`src/rtl/cpu_pkg.sv`:
```
// Shared definitions for the pipelined CPU front end: default width,
// fixed vectors, fetch FSM states and next-PC cause codes.
package cpu_pkg;

  localparam int          XLEN_DEF      = 32;
  localparam logic [31:0] RESET_VEC_DEF = 32'h0000_0000;
  localparam logic [31:0] ILLOP_VEC_DEF = 32'h8000_0004;
  localparam logic [31:0] XADR_VEC_DEF  = 32'h8000_0008;

  typedef enum logic [1:0] {
    ST_BOOT,
    ST_RUN,
    ST_WAIT
  } fetch_state_e;

  typedef enum logic [2:0] {
    CAUSE_NONE,
    CAUSE_EXC,
    CAUSE_IRQ,
    CAUSE_EXR,
    CAUSE_IDJ,
    CAUSE_SEQ
  } redirect_cause_e;

  // True for every cause that replaces the sequential flow and therefore
  // discards the word currently being fetched.
  function automatic logic is_redirect(input redirect_cause_e cause);
    return (cause == CAUSE_EXC) || (cause == CAUSE_IRQ) ||
           (cause == CAUSE_EXR) || (cause == CAUSE_IDJ);
  endfunction

endpackage

```
`src/rtl/pc_next_sel.sv`:
```
// Next-PC selection: priority between exception, interrupt, EX redirect,
// ID jump and sequential advance, with supervisor-bit protection and
// word alignment of every target.
module pc_next_sel
  import cpu_pkg::*;
#(
  parameter int               XLEN      = XLEN_DEF,
  parameter logic [XLEN-1:0]  ILLOP_VEC = XLEN'(ILLOP_VEC_DEF),
  parameter logic [XLEN-1:0]  XADR_VEC  = XLEN'(XADR_VEC_DEF)
) (
  input  logic [XLEN-1:0] pc,
  input  logic            exc,
  input  logic            irq_ok,
  input  logic            ex_redirect,
  input  logic [XLEN-1:0] ex_target,
  input  logic            ex_is_jr,
  input  logic            id_jump,
  input  logic [XLEN-1:0] id_target,
  input  logic            stall,
  input  logic            advance,
  output logic [XLEN-1:0] next_pc,
  output logic [XLEN-1:0] alt_pc,
  output logic [XLEN-1:0] seq_pc,
  output redirect_cause_e cause
);

  // MSB is the supervisor bit; KEEP_MASK keeps the address bits a target
  // may supply (supervisor bit and the two alignment bits come from here).
  localparam logic [XLEN-1:0] MSB_MASK  = {1'b1, {(XLEN-1){1'b0}}};
  localparam logic [XLEN-1:0] KEEP_MASK = ~(MSB_MASK | XLEN'(3));

  logic sup;
  logic ex_sup;

  // Priority selection; alt_pc is what the flow would do without the
  // interrupt, which is also the return address saved on an interrupt.
  always_comb begin
    // NOTE: every output gets a default first so no path leaves a latch.
    sup     = pc[XLEN-1];
    ex_sup  = ex_is_jr ? (sup & ex_target[XLEN-1]) : sup;
    seq_pc  = ((pc + XLEN'(4)) & ~MSB_MASK) | (pc & MSB_MASK);
    alt_pc  = pc;
    cause   = CAUSE_NONE;

    if (ex_redirect) begin
      alt_pc = (ex_target & KEEP_MASK) | (ex_sup ? MSB_MASK : '0);
      cause  = CAUSE_EXR;
    end else if (id_jump && !stall) begin
      alt_pc = (id_target & KEEP_MASK) | (sup ? MSB_MASK : '0);
      cause  = CAUSE_IDJ;
    end else if (advance && !stall) begin
      alt_pc = seq_pc;
      cause  = CAUSE_SEQ;
    end

    next_pc = alt_pc;
    if (exc) begin
      next_pc = (XADR_VEC & KEEP_MASK) | MSB_MASK;
      cause   = CAUSE_EXC;
    end else if (irq_ok) begin
      next_pc = (ILLOP_VEC & KEEP_MASK) | MSB_MASK;
      cause   = CAUSE_IRQ;
    end
  end

endmodule

```
`src/rtl/fetch_stage.sv`:
```
// Instruction-fetch stage: boot/run/wait FSM, PC register, latched
// interrupt request and the IF/ID pipeline register.
module fetch_stage
  import cpu_pkg::*;
#(
  parameter int               XLEN      = XLEN_DEF,
  parameter logic [XLEN-1:0]  RESET_VEC = XLEN'(RESET_VEC_DEF),
  parameter logic [XLEN-1:0]  ILLOP_VEC = XLEN'(ILLOP_VEC_DEF),
  parameter logic [XLEN-1:0]  XADR_VEC  = XLEN'(XADR_VEC_DEF)
) (
  input  logic            clk,
  input  logic            reset,
  output logic            imem_req,
  output logic [XLEN-1:0] imem_addr,
  input  logic            imem_ready,
  input  logic [31:0]     imem_rdata,
  input  logic            stall,
  input  logic            exc,
  input  logic            irq,
  input  logic            ex_redirect,
  input  logic [XLEN-1:0] ex_target,
  input  logic            ex_is_jr,
  input  logic            id_jump,
  input  logic [XLEN-1:0] id_target,
  output logic            id_valid,
  output logic [31:0]     id_instr,
  output logic [XLEN-1:0] id_pc,
  output logic [XLEN-1:0] id_pc_plus4,
  output logic            irq_taken,
  output logic [XLEN-1:0] irq_epc
);

  fetch_state_e    state_q, state_d;
  logic [XLEN-1:0] pc;
  logic            irq_pending;
  logic            fetch_ok;
  logic            irq_ok;
  logic            flush;
  logic [XLEN-1:0] next_pc;
  logic [XLEN-1:0] alt_pc;
  logic [XLEN-1:0] seq_pc;
  redirect_cause_e cause;

  // A returned word only counts once the FSM has left BOOT.
  assign fetch_ok  = (state_q != ST_BOOT) && imem_ready;
  // Interrupts are deferred while the supervisor bit is set.
  assign irq_ok    = irq_pending && !pc[XLEN-1];
  assign flush     = is_redirect(cause);
  assign imem_addr = pc;

  pc_next_sel #(
    .XLEN      (XLEN),
    .ILLOP_VEC (ILLOP_VEC),
    .XADR_VEC  (XADR_VEC)
  ) u_pc_next_sel (
    .pc          (pc),
    .exc         (exc),
    .irq_ok      (irq_ok),
    .ex_redirect (ex_redirect),
    .ex_target   (ex_target),
    .ex_is_jr    (ex_is_jr),
    .id_jump     (id_jump),
    .id_target   (id_target),
    .stall       (stall),
    .advance     (fetch_ok),
    .next_pc     (next_pc),
    .alt_pc      (alt_pc),
    .seq_pc      (seq_pc),
    .cause       (cause)
  );

  // FSM state register.
  always_ff @(posedge clk) begin
    // NOTE: sequential state uses non-blocking assignments only.
    if (reset) state_q <= ST_BOOT;
    else       state_q <= state_d;
  end

  // FSM next state and request output.
  always_comb begin
    state_d  = state_q;
    imem_req = 1'b1;
    case (state_q)
      ST_BOOT: begin
        imem_req = 1'b0;
        state_d  = ST_RUN;
      end
      ST_RUN:  if (!imem_ready) state_d = ST_WAIT;
      ST_WAIT: if (imem_ready)  state_d = ST_RUN;
      default: state_d = ST_BOOT;
    endcase
  end

  // PC, interrupt latch and interrupt report registers.
  always_ff @(posedge clk) begin
    if (reset) begin
      pc          <= RESET_VEC;
      irq_pending <= 1'b0;
      irq_taken   <= 1'b0;
      irq_epc     <= '0;
    end else begin
      pc        <= next_pc;
      irq_taken <= (cause == CAUSE_IRQ);
      if (cause == CAUSE_IRQ) begin
        // A new irq in the same cycle merges into the one being taken.
        irq_pending <= 1'b0;
        irq_epc     <= alt_pc;
      end else if (irq) begin
        irq_pending <= 1'b1;
      end
    end
  end

  // IF/ID register: flush to bubble, hold on stall, load on a returned word.
  always_ff @(posedge clk) begin
    if (reset) begin
      id_valid    <= 1'b0;
      id_instr    <= '0;
      id_pc       <= '0;
      id_pc_plus4 <= '0;
    end else if (flush || (!stall && !fetch_ok)) begin
      id_valid    <= 1'b0;
      id_instr    <= '0;
      id_pc       <= '0;
      id_pc_plus4 <= '0;
    end else if (!stall) begin
      id_valid    <= 1'b1;
      id_instr    <= imem_rdata;
      id_pc       <= pc;
      id_pc_plus4 <= seq_pc;
    end
  end

endmodule

```
`config.mk`:
```
export PLATFORM = sky130hd
export DESIGN_NAME = fetch_stage
export DESIGN_NICKNAME = d
export VERILOG_FILES = /design/src/rtl/cpu_pkg.sv /design/src/rtl/pc_next_sel.sv /design/src/rtl/fetch_stage.sv
export SDC_FILE = /design/constraint.sdc
export NUM_CORES = 1
export LEC_CHECK = 0
export CORE_MARGIN = 1
export CORE_UTILIZATION = 44
export CTS_CLUSTER_DIAMETER = 200
export DETAILED_ROUTE_END_ITERATION = 8
export PLACE_DENSITY_LB_ADDON = 0.05
export SYNTH_ARGS = -nofsm -noshare
export SYNTH_HDL_FRONTEND = slang
export SYNTH_SLANG_ARGS = --single-unit
```
`constraint.sdc`:
```
create_clock -name clk -period 2.55 [get_ports clk]
set_input_delay 0.51 -clock clk [delete_from_list [all_inputs] [get_ports clk]]
set_output_delay 0.51 -clock clk [all_outputs]
set_load 0.03 [all_outputs]
```
==> Word level (Yosys, flattened, before mapping) <==
Index checks and enable logic that the tools add are counted.
{ "op_classes": {"mux": 17, "n_eq_ne": 8, "bitwise_logic": 4, "n_div": 0, "n_reduce_logical": 19, "add_sub_neg": 1, "mul": 0, "n_lt_le_gt_ge": 0, "n_shift": 0} }
{ "ops": {"columns": ["operator", "count"], "rows": [
  ["2-to-1 mux 32 bit", 7],
  ["OR 31 x 32 -> 32 bit", 3],
  ["adder 31 x 3 -> 31 bit (second input constant)", 1],
  ["2-to-1 mux 3 bit", 5],
  ["equality test 3 x 2 -> 1 bit (second input constant)", 2],
  ["one-hot mux 2 bit (3 select lines)", 1],
  ["OR reduction 2 bit", 3],
  ["logical AND 1 bit", 5],
  ["logical OR 1 bit", 4],
  ["2-to-1 mux 2 bit", 2],
  ["inequality test 2 bit (second input constant)", 2],
  ["equality test 3 x 1 -> 1 bit (second input constant)", 1],
  ["equality test 3 bit (second input constant)", 1],
  ["zero test 1 bit", 3],
  ["OR reduction 3 bit", 1],
  ["equality test 2 x 1 -> 1 bit (second input constant)", 1],
  ["equality test 2 bit (second input constant)", 1],
  ["zero test 2 bit", 1],
  ["2-to-1 mux 1 bit", 2],
  ["AND reduction 2 bit", 1],
  ["nonzero test 2 bit", 1],
  ["bitwise AND 1 bit", 1]
]} }
{ "word_totals": {"reg_bits": 165, "elab_cells": 60, "input_bits": 105, "mem_count": 0, "rom_bits": 0, "ramBits": 0, "latchBits": 0, "out_inout_bits": 163} }

==> Logic depth before layout (Yosys ltp) <==
Gate-level depths: netlist of the first run.
{ "depth": {"depth_word": 14, "depth_mapped": 7} }

==> Hierarchy <==
From an unflattened synthesis of the first run, not the netlist that was laid out.
{ "hier_totals": {"hier_cells": 851, "hier_area_um2": 7775.0} }
{ "modules_own_cells": {"columns": ["mod", "area_per_inst_um2", "n_inst", "cells_each", "seq_area_each_um2"], "rows": [
  ["fetch_stage", 5381.4, 1, 470, 3303.2],
  ["pc_next_sel", 2393.5, 1, 381, 0.0]
]} }

==> Worst setup path after synthesis of the first run <==
OpenSTA, ideal clock, no wires.
{ "synth_timing": {"kind": "register -> register", "startpoint": "register pc[4], in the netlist imem_addr[4]", "endpoint": "register pc[29], in the netlist imem_addr[29]", "required_time_ps": 2463, "arrival_ps": 2365, "path_slack_ps": 98, "setup_time_ps": 87, "path_stages_with_launch": 8, "n_path_buf": 2, "cell_sequence": "dfxtp_1 buf_2 nand4_4 or4_4 buf_6 or4_4 xnor2_2 o31ai_1"} }
{ "synth_between": {"elab_chain_cells": 5} }
{ "synth_rtl": {"columns": ["element", "line_no", "source"], "rows": [
  ["start: declaration", "fetch_stage.sv:34", "logic [XLEN-1:0] pc;"],
  ["start signal: assignment", "fetch_stage.sv:102", "pc <= next_pc;"],
  ["adder 31 x 3 -> 31 bit", "pc_next_sel.sv:41", "seq_pc = ((pc + XLEN'(4)) & ~MSB_MASK) | (pc & MSB_MASK);"],
  ["OR 31 x 32 -> 32 bit", "pc_next_sel.sv:41", null],
  ["2-to-1 mux 32 bit", "pc_next_sel.sv:51", "end else if (advance && !stall) begin"],
  ["2-to-1 mux 32 bit", "pc_next_sel.sv:48", "end else if (id_jump && !stall) begin"],
  ["2-to-1 mux 32 bit", "pc_next_sel.sv:45", "if (ex_redirect) begin"]
]} }
Every way passes these cells.
A chain may end at the register's enable or synchronous reset.

==> Worst setup path after layout of the first run <==
{ "layout_timing": {"startpoint": "register pc[5], in the netlist imem_addr[5]", "endpoint": "register irq_epc[28]"} }
{ "layout_between": {"elab_chain_cells": 5} }
{ "layout_rtl": {"columns": ["element", "line_no", "source"], "rows": [
  ["adder 31 x 3 -> 31 bit", "pc_next_sel.sv:41", null],
  ["OR 31 x 32 -> 32 bit", "pc_next_sel.sv:41", null],
  ["2-to-1 mux 32 bit", "pc_next_sel.sv:51", null],
  ["2-to-1 mux 32 bit", "pc_next_sel.sv:48", null],
  ["2-to-1 mux 32 bit", "pc_next_sel.sv:45", null],
  ["end signal: assignment", "fetch_stage.sv:107", "irq_epc <= alt_pc;"],
  ["end: declaration", "fetch_stage.sv:30", "output logic [XLEN-1:0] irq_epc"]
]} }
Every way passes these cells.

==> results of run 1 <==
power by group:
group / leakage (nW) / internal (mW) / switching, mW
sequential: 1.31 / 2.59 / 0.0495
combinational: 2.40 / 0.397 / 0.456
clock: 0.297 / 1.60 / 1.06
through the flow:
stage	instances	util	setup TNS, ns	instance area (um2)
4_1_cts	1274	0.695	0	10700
3_5_place_dp	1242	0.655	-0.0855	10100
3_3_place_gp	1242	0.655	-0.0000722	10100
2_1_floorplan	782	-	0	7020
5_1_grt	1274	0.695	0	10700
6_report	1274	0.695	0	10700
layer usage:
metal | vias to the layer above | global-route usage
li1 | 3325 | -
met1 | 3195 | 0.364
met2 | 306 | 0.453
met3 | 23 | 0.0728
met4 | 0 | 0.0927
met5 | - | 0
how the worst max path moves through the flow:
| stage | startpoint | end | slack, ns |
|---|---|---|---|
| 6_report | imem_addr[5]$_SDFF_PP0_ | irq_epc[28]$_SDFFE_PP0P_ | 0.20 |
| 5_1_grt | imem_addr[5]$_SDFF_PP0_ | irq_epc[30]$_SDFFE_PP0P_ | 0.07 |
| 4_1_cts | imem_addr[5]$_SDFF_PP0_ | irq_epc[28]$_SDFFE_PP0P_ | 0.19 |
| 3_5_place_dp | imem_ready | irq_epc[21]$_SDFFE_PP0P_ | -0.04 |
| 3_3_place_gp | imem_ready | irq_epc[21]$_SDFFE_PP0P_ | -0.00007 |
| 2_1_floorplan | imem_addr[4]$_SDFF_PP0_ | imem_addr[29]$_SDFF_PP0_ | 0.1 |
layout by cell type, fill, tap and decap left out, types with 5 or more instances in the layout:
cell type,Yosys,routed
a211oi_1,11,11
a21oi_1,41,40
a221o_1,12,12
a221oi_1,6,6
a22o_1,5,5
a32o_1,6,6
a32oi_1,7,7
and2_1,5,5
buf_4,6,48
clkbuf_16,0,17
clkdlybuf4s50_1,0,260
dfxtp_1,162,162
inv_1,11,11
mux2i_1,68,68
nand2_1,55,55
nand2b_1,16,16
nand3_1,25,25
nand4_1,7,7
nor2_1,118,117
nor3_1,21,20
nor4_1,5,5
o21a_1,9,9
o21ai_0,26,26
o31ai_1,17,17
or4_4,5,5
xnor2_1,14,14
xor2_1,9,9
area by class of cell:
cell class,count,share of cell area
inverters,13,0.00457
flip-flops and latches,162,0.304
repair buffers,312,0.283
clock inverters,12,0.0145
well taps,211,0.0247
multi-input cells,544,0.327
clock buffers,20,0.0427
state kept, by name, summed over array words and instances, names as in the netlist:
register and count:
irq_epc 32, id_instr 32, state_q 2, irq_taken 1, irq_pending 1, id_pc 32, id_valid 1, id_pc_plus4 29
imem_addr 32
critical path, delay by kind of cell, from the launching register on:
kind	cells	cell delay [ns]
AOI/OAI and AO/OA	3	0.84
DFF	1	0.52
and+or+nand+nor	2	0.87
cells by family (layout without fill, tap and decap cells):
group,count (synthesis),after routing,synth area share
AO/OA/AOI/OAI,168,168,0.169
XOR/XNOR,24,24,0.0310
adder cells (fa/ha/maj),2,2,0.00321
buffers and inverters,76,357,0.0460
multiplexers,69,69,0.0985
AND/OR/NAND/NOR,281,281,0.191
flip-flops,162,162,0.462
==> results.py, run 1 <==
metrics = {
    "status": {
        "status": "completed",
    },
    "synth": {
        "synthesis.area_mm2": 0.00702,
        "synth-seq-cells": 162,
        "synth_cell_types": 63,
        "post-synth-top-area-cell": "dfxtp_1",
        "yosys_warnings": 0,
        "synth_fp_nets": 888,
        "synthCells": 782,
        "synthFlopType": "dfxtp_1",
        "synthTopCellsByArea": "dfxtp_1 46%, mux2i_1 9.7%, nor2_1 6.3%",
        "synth.avg_cell_area_um2": 8.98,
        "ys_seq_area_frac": 0.462,
        "synth-edff-count": 0,
        "async_reset_ff_frac": 0,
        "yosys.cell_count.top_type": "dfxtp_1",
        "synthTopCellsByCount": "162 x dfxtp_1, 118 x nor2_1, 68 x mux2i_1",
        "synth_top_area_share": 0.462,
    },
    "flow_run": {
        "maxCapViolations": 0,
    },
    "min_path": {
        "hold_start": "id_valid$_SDFFE_PP0N_",
        "worstHoldPathType": "reg2reg",
        "holdPathStages": 1,
        "hold-path-endpoint": "id_valid$_SDFFE_PP0N_",
    },
    "pwr": {
        "power_density_mw_per_mm2": 575,
        "p_total_mw": 6.14,
        "vdd_drop_max_v": 0.000442,
        "p_leak_nw": 4.01,
    },
    "placement": {
        "place_congestion": 0.877,
        "dpl_worst_slack_ns": -0.0444,
        "dp_hpwl_mm": 16.1,
        "port_buffers": 262,
    },
    "detailed_routing": {
        "final_antenna_net_count": 0,
        "first_pass_iters": 5,
        "drt_iter0_drc": 502,
        "post_drt_wl_per_cell_um": 18.1,
        "avgViaCountPerCell": 5.38,
        "drc": 0,
        "vias": 6849,
        "wl_met3_mm": 2.01,
        "highest_layer": "met4",
        "met2_wirelength_mm": 10.6,
        "wl_met1_mm": 10.1,
        "drt_wl_total_mm": 23.0,
    },
    "cells_and_area": {
        "drive_gt1_frac": 0.0960,
        "num_antenna_cells": 0,
        "regArea_mm2": 0.00324,
        "multi_input_area_mm2": 0.00349,
        "synthToLayoutAreaGrowth_pct": 52.1,
        "fill_cells": 1277,
        "layout.nets": 1156,
    },
    "setup_path": {
        "worstSetupPathType": "reg2reg",
        "crit_fanout": 7,
        "rr_endpoint": "irq_epc[28]$_SDFFE_PP0P_",
        "worstRegToRegCells": 5,
        "start_kind": "register",
        "cp.required_ns": 2.86,
        "cp_slowest_stage_delay_ns": 0.62,
        "path_cells": "nand3_1 > or4_4 > o31ai_1 > a211oi_1 > a221o_1",
        "rr_startpoint": "imem_addr[5]$_SDFF_PP0_",
        "slowest_stage": "or4_4",
        "end_kind": "register",
        "r2r_setup_slack_ns": 0.20,
        "arrival_ns": 2.66,
    },
    "sta": {
        "setup_viol": 0,
        "setup_slack_ns": 0.205,
        "max_clock_freq_mhz": 426,
        "tightestPinTransition_ns": 0.994,
        "slew_headroom": 0.336,
        "skew_ns": 0.00726,
        "rsz0062_at_grt": "false",
        "hold_slack_ns": 0.455,
        "fin_crit_ns": 2.35,
        "drv_slew": 0,
        "min_period_over_period": 0.920,
        "hold_viol_final": 0,
    },
    "global_route": {
        "globalRoute.totalOverflow": 0,
        "grt_pass1_wl_mm": 35.2,
        "grt_pass1_vias": 6424,
        "grt.total_usage": 0.280,
        "antenna_found_initial": 0,
        "grt_max_degree": 69,
    },
    "clock_tree": {
        "path_clk_slew_ns": 0.06,
        "cts_tree": "built",
        "htreeDepth": 4,
        "cts.hold.buffers_added": 0,
        "postCtsSetupRepairBufs": 0,
        "cts-buffers-inserted": 17,
        "clock_sinks": 162,
        "clock-root-buffer": "clkbuf_16",
        "clkLatencyLatePin_ns": 0.42,
        "cts_buffer_depth": 2,
        "cts_resized": 0,
    },
    "floorplanning": {
        "die_y_um": 128,
        "die-area_mm2": 0.0165,
        "ios": 268,
        "initial_core_util": 0.457,
        "die_w_um": 128,
        "core_area_mm2": 0.0154,
        "fp-row-count": 45,
    },
}
(Power assumes the default switching activity.)
==> run 2, diff against run 1 <==
==> constraint.sdc (replaced) <==
create_clock -name clk -period 2.3 [get_ports clk]
set_input_delay 0.46 -clock clk [delete_from_list [all_inputs] [get_ports clk]]
set_output_delay 0.46 -clock clk [all_outputs]
set_load 0.03 [all_outputs]
==> run 2 against run 1 <==
  * Cell count rose by 1.7%
  * Global-route usage is 0.30 points higher
  * Design area grew 1.9%
  * First-iteration DRC count is 28% lower
  * Worst hold slack worse by 0.0044 ns
  * Fmax rose by 6.8%
  * Sequential share of layout area fell by 0.43 points
  * Setup slack got worse by 0.10 ns
  * Critical path depth increased by 1
  * Register-to-register slack lost 0.10 ns
  * Utilization grew 1.3 points
  * Largest power group unchanged
==> results.py, run 2 (same netlist as run 1, synthesis figures left out) <==
metrics = {
    "pwr": {
        "p_sw_mw": 1.75,
        "power.share.clock": 0.436,
        "power_density_mw_per_mm2": 634,
        "pwr-share-comb": 0.141,
        "intPower_mw": 5.15,
        "switching_share": 0.254,
        "pwr-share-seq": 0.423,
        "vdd_drop_max_v": 0.000460,
        "p_leak_nw": 4.12,
    },
    "cells_and_area": {
        "final_common_cell": "clkdlybuf4s50_1",
        "drive_gt1_frac": 0.126,
        "num_antenna_cells": 0,
        "layout.nets": 1179,
        "fin_area_mm2": 0.0109,
        "final_util": 0.708,
        "synthToLayoutAreaGrowth_pct": 55.0,
        "final_cell_mix": "260 x clkdlybuf4s50_1, 150 x dfxtp_1, 117 x nor2_1",
        "fill_cells": 1244,
    },
    "clock_tree": {
        "clkLatencyLatePin_ns": 0.43,
        "clock-root-buffer": "clkbuf_16",
        "path_clk_slew_ns": 0.06,
        "clock_sinks": 162,
        "cts-buffers-inserted": 17,
        "cts_tree": "built",
        "cts.hold.buffers_added": 0,
        "htreeDepth": 4,
        "cts_buffer_depth": 2,
    },
    "placement": {
        "place_congestion": 0.886,
        "dp_hpwl_mm": 16.5,
        "place_area_mm2": 0.0103,
        "port_buffers": 262,
    },
    "setup_path": {
        "r2r_setup_slack_ns": 0.10,
        "crit_start": "imem_addr[2]$_SDFF_PP0_",
        "cp.required_ns": 2.66,
        "worstSetupPathType": "reg2reg",
        "worstRegToRegCells": 6,
        "endpoint": "irq_epc[26]$_SDFFE_PP0P_",
        "start_kind": "register",
        "rr_endpoint": "irq_epc[26]$_SDFFE_PP0P_",
        "rr_startpoint": "imem_addr[2]$_SDFF_PP0_",
        "end_kind": "register",
        "arrival_ns": 2.56,
        "crit_fanout": 5,
    },
    "sta": {
        "tightestPinTransition_ns": 0.978,
        "hold_viol_final": 0,
        "min_period_over_period": 0.955,
        "setup_viol": 0,
        "rsz0062_at_grt": "false",
        "fin_crit_ns": 2.20,
        "slew_headroom": 0.346,
        "drv_slew": 0,
        "skew_ns": 0.00918,
        "max_clock_freq_mhz": 455,
        "finalSetupTns_ns": 0,
    },
    "min_path": {
        "holdPathStages": 1,
        "worstHoldPathType": "reg2reg",
    },
    "detailed_routing": {
        "drt_iter0_drc": 362,
        "wl_met3_mm": 1.85,
        "drt_wl_total_mm": 23.1,
        "vias": 7062,
        "highest_layer": "met4",
        "avgViaCountPerCell": 5.45,
        "final_antenna_net_count": 0,
        "drc": 0,
        "post_drt_wl_per_cell_um": 17.8,
        "wl_met1_mm": 10.1,
        "first_pass_iters": 4,
        "met2_wirelength_mm": 10.6,
    },
    "floorplanning": {
        "die-area_mm2": 0.0165,
        "die_w_um": 128,
        "core_area_mm2": 0.0154,
        "initial_core_util": 0.457,
        "die_y_um": 128,
        "ios": 268,
        "fp-row-count": 45,
    },
    "global_route": {
        "grt_max_degree": 60,
        "grt_pass1_wl_mm": 35.9,
        "grt.total_usage": 0.283,
        "grt_pass1_vias": 6662,
        "antenna_found_initial": 0,
        "globalRoute.totalOverflow": 0,
    },
    "flow_run": {
        "maxCapViolations": 0,
    },
    "status": {
        "status": "completed",
    },
}
==> run 2: cell count changes in the layout (fill, tap and decap cells not counted), moves of 2 or more <==
cell,delta
buf_4,+23
clkbuf_8,-2
clkinv_2,-2
clkinv_4,-2
clkinvlp_4,+2
dfxtp_1,-12
dfxtp_2,+12
==> run 2: worst min path at each step <==
| stage | startpoint | endpoint | slack (ns) |
|---|---|---|---|
| 2_1_floorplan | irq_pending$_SDFFE_PP0P_ | irq_pending$_SDFFE_PP0P_ | 0.46 |
| 3_3_place_gp | irq_epc[12]$_SDFFE_PP0P_ | irq_epc[12]$_SDFFE_PP0P_ | 0.43 |
| 4_1_cts | irq_epc[12]$_SDFFE_PP0P_ | irq_epc[12]$_SDFFE_PP0P_ | 0.45 |
| 5_1_grt | id_valid$_SDFFE_PP0N_ | id_valid$_SDFFE_PP0N_ | 0.47 |
| 6_report | id_valid$_SDFFE_PP0N_ | id_valid$_SDFFE_PP0N_ | 0.45 |
| 3_5_place_dp | irq_epc[12]$_SDFFE_PP0P_ | irq_epc[12]$_SDFFE_PP0P_ | 0.44 |
==> run 2: worst max-delay path: stages (launching register included) <==
cell and delay (ns):
dfxtp_2 0.33, ha_1 0.17, nand3_1 0.16, or4_4 0.61
or4_4 0.45, a211oi_1 0.27, a221o_1 0.15
==> run 2: power groups by stage <==
stage	clock network (mW)	logic [mW]	registers, mW
finish	3.01	0.976	2.92
global route	3.15	1.04	2.93
CTS	3.03	0.970	2.92
detailed placement	0	0.963	2.98
global placement	0	0.960	2.98
floorplan	0	0.370	3.09
==> run 2: cell type report <==
type | instances | area, um2 | area share
multi-input cells | 544 | 3500 | 0.322
well taps | 211 | 264 | 0.0243
inverters | 13 | 48.8 | 0.00448
repair buffers | 335 | 3200 | 0.294
flip-flops and latches | 162 | 3260 | 0.299
clock buffers | 19 | 433 | 0.0398
clock inverters | 12 | 181 | 0.0167
==> run 2: repair_timing <==
item / CTS / global route
setup buffers: 0 / 0
gates resized for setup: 0 / 2
endpoints found under the setup margin: 0 / 2
==> run 2: per-stage QoR <==
step           worst slack, ns  hold slack (ns)  cells  power (mW)
2_1_floorplan          0.00887            0.458    782        3.46
3_3_place_gp            -0.137            0.435   1265        3.94
3_5_place_dp            -0.138            0.439   1265        3.95
4_1_cts                  0.102            0.454   1296        6.92
5_1_grt                0.00688            0.470   1296        7.12
6_report                 0.104            0.451   1296        6.90
==> run 2: routing by layer <==
metal,vias up,global-route usage
li1,3366,-
met5,-,0
met2,318,0.453
met4,0,0.0990
met3,44,0.0732
met1,3334,0.370
==> run 3, diff against run 2 <==
--- a/config.mk
+++ b/config.mk
@@ -6,7 +6,7 @@
 export NUM_CORES = 1
 export LEC_CHECK = 0
 export CORE_MARGIN = 1
-export CORE_UTILIZATION = 44
+export CORE_UTILIZATION = 48
 export CTS_CLUSTER_DIAMETER = 200
 export DETAILED_ROUTE_END_ITERATION = 8
 export PLACE_DENSITY_LB_ADDON = 0.05
==> constraint.sdc (replaced) <==
create_clock -name clk -period 2.6 [get_ports clk]
set_input_delay 0.52 -clock clk [delete_from_list [all_inputs] [get_ports clk]]
set_output_delay 0.52 -clock clk [all_outputs]
set_load 0.03 [all_outputs]
==> run 3 against run 2 <==
  * First-iteration DRC count grew 50%
  * Cell count shrank 4.1%
  * Design area shrank 1.5%
  * Routed wire length shrank 1.6%
  * Total power shrank 9.2%
  * Combinational power shrank 14%
  * Flip-flop and latch count is the same
  * Largest cell class unchanged
  * Largest power group unchanged
==> results.py, run 3 (same netlist as run 1, synthesis figures left out) <==
metrics = {
    "cells_and_area": {
        "drive_gt1_frac": 0.0950,
        "fill_cells": 1054,
        "synthToLayoutAreaGrowth_pct": 52.7,
        "final_util": 0.761,
        "regArea_mm2": 0.00324,
        "final_common_cell": "clkdlybuf4s50_1",
        "multi_input_area_mm2": 0.00349,
        "layout.nets": 1157,
        "num_antenna_cells": 0,
        "fin_area_mm2": 0.0107,
        "final_cell_mix": "260 x clkdlybuf4s50_1, 162 x dfxtp_1, 117 x nor2_1",
    },
    "pwr": {
        "p_total_mw": 6.27,
        "p_leak_nw": 4.04,
        "vdd_drop_max_v": 0.000466,
        "power_density_mw_per_mm2": 584,
    },
    "clock_tree": {
        "cts_resized": 0,
        "htreeDepth": 4,
        "clock-root-buffer": "clkbuf_16",
        "cts_tree": "built",
        "clock_sinks": 162,
        "path_clk_slew_ns": 0.06,
        "cts_buffer_depth": 2,
        "postCtsSetupRepairBufs": 0,
        "cts.hold.buffers_added": 0,
        "cts-buffers-inserted": 17,
        "clkLatencyLatePin_ns": 0.43,
    },
    "placement": {
        "port_buffers": 262,
        "dp_hpwl_mm": 15.8,
        "place_congestion": 0.855,
        "place_area_mm2": 0.0101,
    },
    "detailed_routing": {
        "first_pass_iters": 6,
        "drc": 0,
        "vias": 7014,
        "drt_iter0_drc": 542,
        "post_drt_wl_per_cell_um": 18.3,
        "avgViaCountPerCell": 5.64,
        "drt_wl_total_mm": 22.7,
        "final_antenna_net_count": 0,
    },
    "sta": {
        "fin_crit_ns": 2.36,
        "min_period_over_period": 0.908,
        "slew_headroom": 0.570,
        "skew_ns": 0.00993,
        "tightestPinTransition_ns": 0.641,
        "finalSetupTns_ns": 0,
        "max_clock_freq_mhz": 423,
        "drv_slew": 0,
        "setup_viol": 0,
        "hold_viol_final": 0,
        "rsz0062_at_grt": "false",
    },
    "setup_path": {
        "cp_slowest_stage_delay_ns": 0.53,
        "slowest_stage": "dfxtp_1",
        "arrival_ns": 2.66,
        "rr_startpoint": "imem_addr[5]$_SDFF_PP0_",
        "end_kind": "register",
        "worstSetupPathType": "reg2reg",
        "r2r_setup_slack_ns": 0.24,
        "crit_start": "imem_addr[5]$_SDFF_PP0_",
        "start_kind": "register",
        "crit_path_frequent_cell": "buf_4",
        "crit_fanout": 11,
        "path_cells": "nand3_1 > buf_4 > nor4_1 > buf_4 > mux2_2 > a221oi_1 > o31ai_1",
        "cp.required_ns": 2.90,
    },
    "floorplanning": {
        "fp-row-count": 43,
        "die_y_um": 123,
        "die_w_um": 123,
        "core_area_mm2": 0.0141,
        "die-area_mm2": 0.0151,
        "ios": 268,
        "initial_core_util": 0.498,
    },
    "global_route": {
        "globalRoute.totalOverflow": 0,
        "grt_pass1_wl_mm": 34.8,
        "grt.total_usage": 0.302,
        "antenna_found_initial": 0,
        "grt_pass1_vias": 6584,
        "grt_max_degree": 70,
    },
    "min_path": {
        "worstHoldPathType": "reg2reg",
        "hold_start": "irq_epc[4]$_SDFFE_PP0P_",
    },
    "status": {
        "status": "completed",
    },
    "flow_run": {
        "maxCapViolations": 0,
    },
}
run 3: layout make-up:
cell class,count,share of cell area
sequential,162,0.302
clock inverter,12,0.0213
tap,180,0.0210
clock buffer,19,0.0404
timing repair buffer,313,0.285
inverter,13,0.00455
multi-input combinational,544,0.325
run 3: path summary, 6_finish.rpt:
| check | to | depth (start not counted) |
|---|---|---|
| max | irq_epc[22]$_SDFFE_PP0P_ | 7 |
| min | irq_epc[4]$_SDFFE_PP0P_ | 2 |
| max reg2reg | irq_epc[22]$_SDFFE_PP0P_ | 7 |
| min reg2reg | irq_epc[4]$_SDFFE_PP0P_ | 2 |
run 3: through the flow:
stage / hold slack, ns / instances / worst slack, ns
after CTS: 0.458 / 1243 / 0.260
after global routing: 0.484 / 1243 / 0.0866
after detailed placement: 0.443 / 1212 / 0.0203
after global placement: 0.432 / 1212 / 0.0550
after floorplan: 0.458 / 782 / 0.148
final: 0.455 / 1243 / 0.239
run 3: worst max-delay path: cells and delay by family (launching register included):
family,cells,cell delay [ns]
buf+inv,2,0.43
flops,1,0.53
simple gates,2,0.52
compound gates,2,0.44
mux,1,0.32
run 3: layer usage:
layer | GRT usage | share of wire
met1 | 0.385 | 0.42
met2 | 0.484 | 0.46
met3 | 0.0881 | 0.092
met4 | 0.110 | 0.026
met5 | 0 | 0
run 3: power by group:
| part | total [mW] | switching [mW] | internal [mW] |
|---|---|---|---|
| logic | 0.839 | 0.445 | 0.394 |
| clock network | 2.84 | 1.04 | 1.81 |
| registers | 2.59 | 0.0503 | 2.54 |
| total | 6.27 | 1.53 | 4.74 |
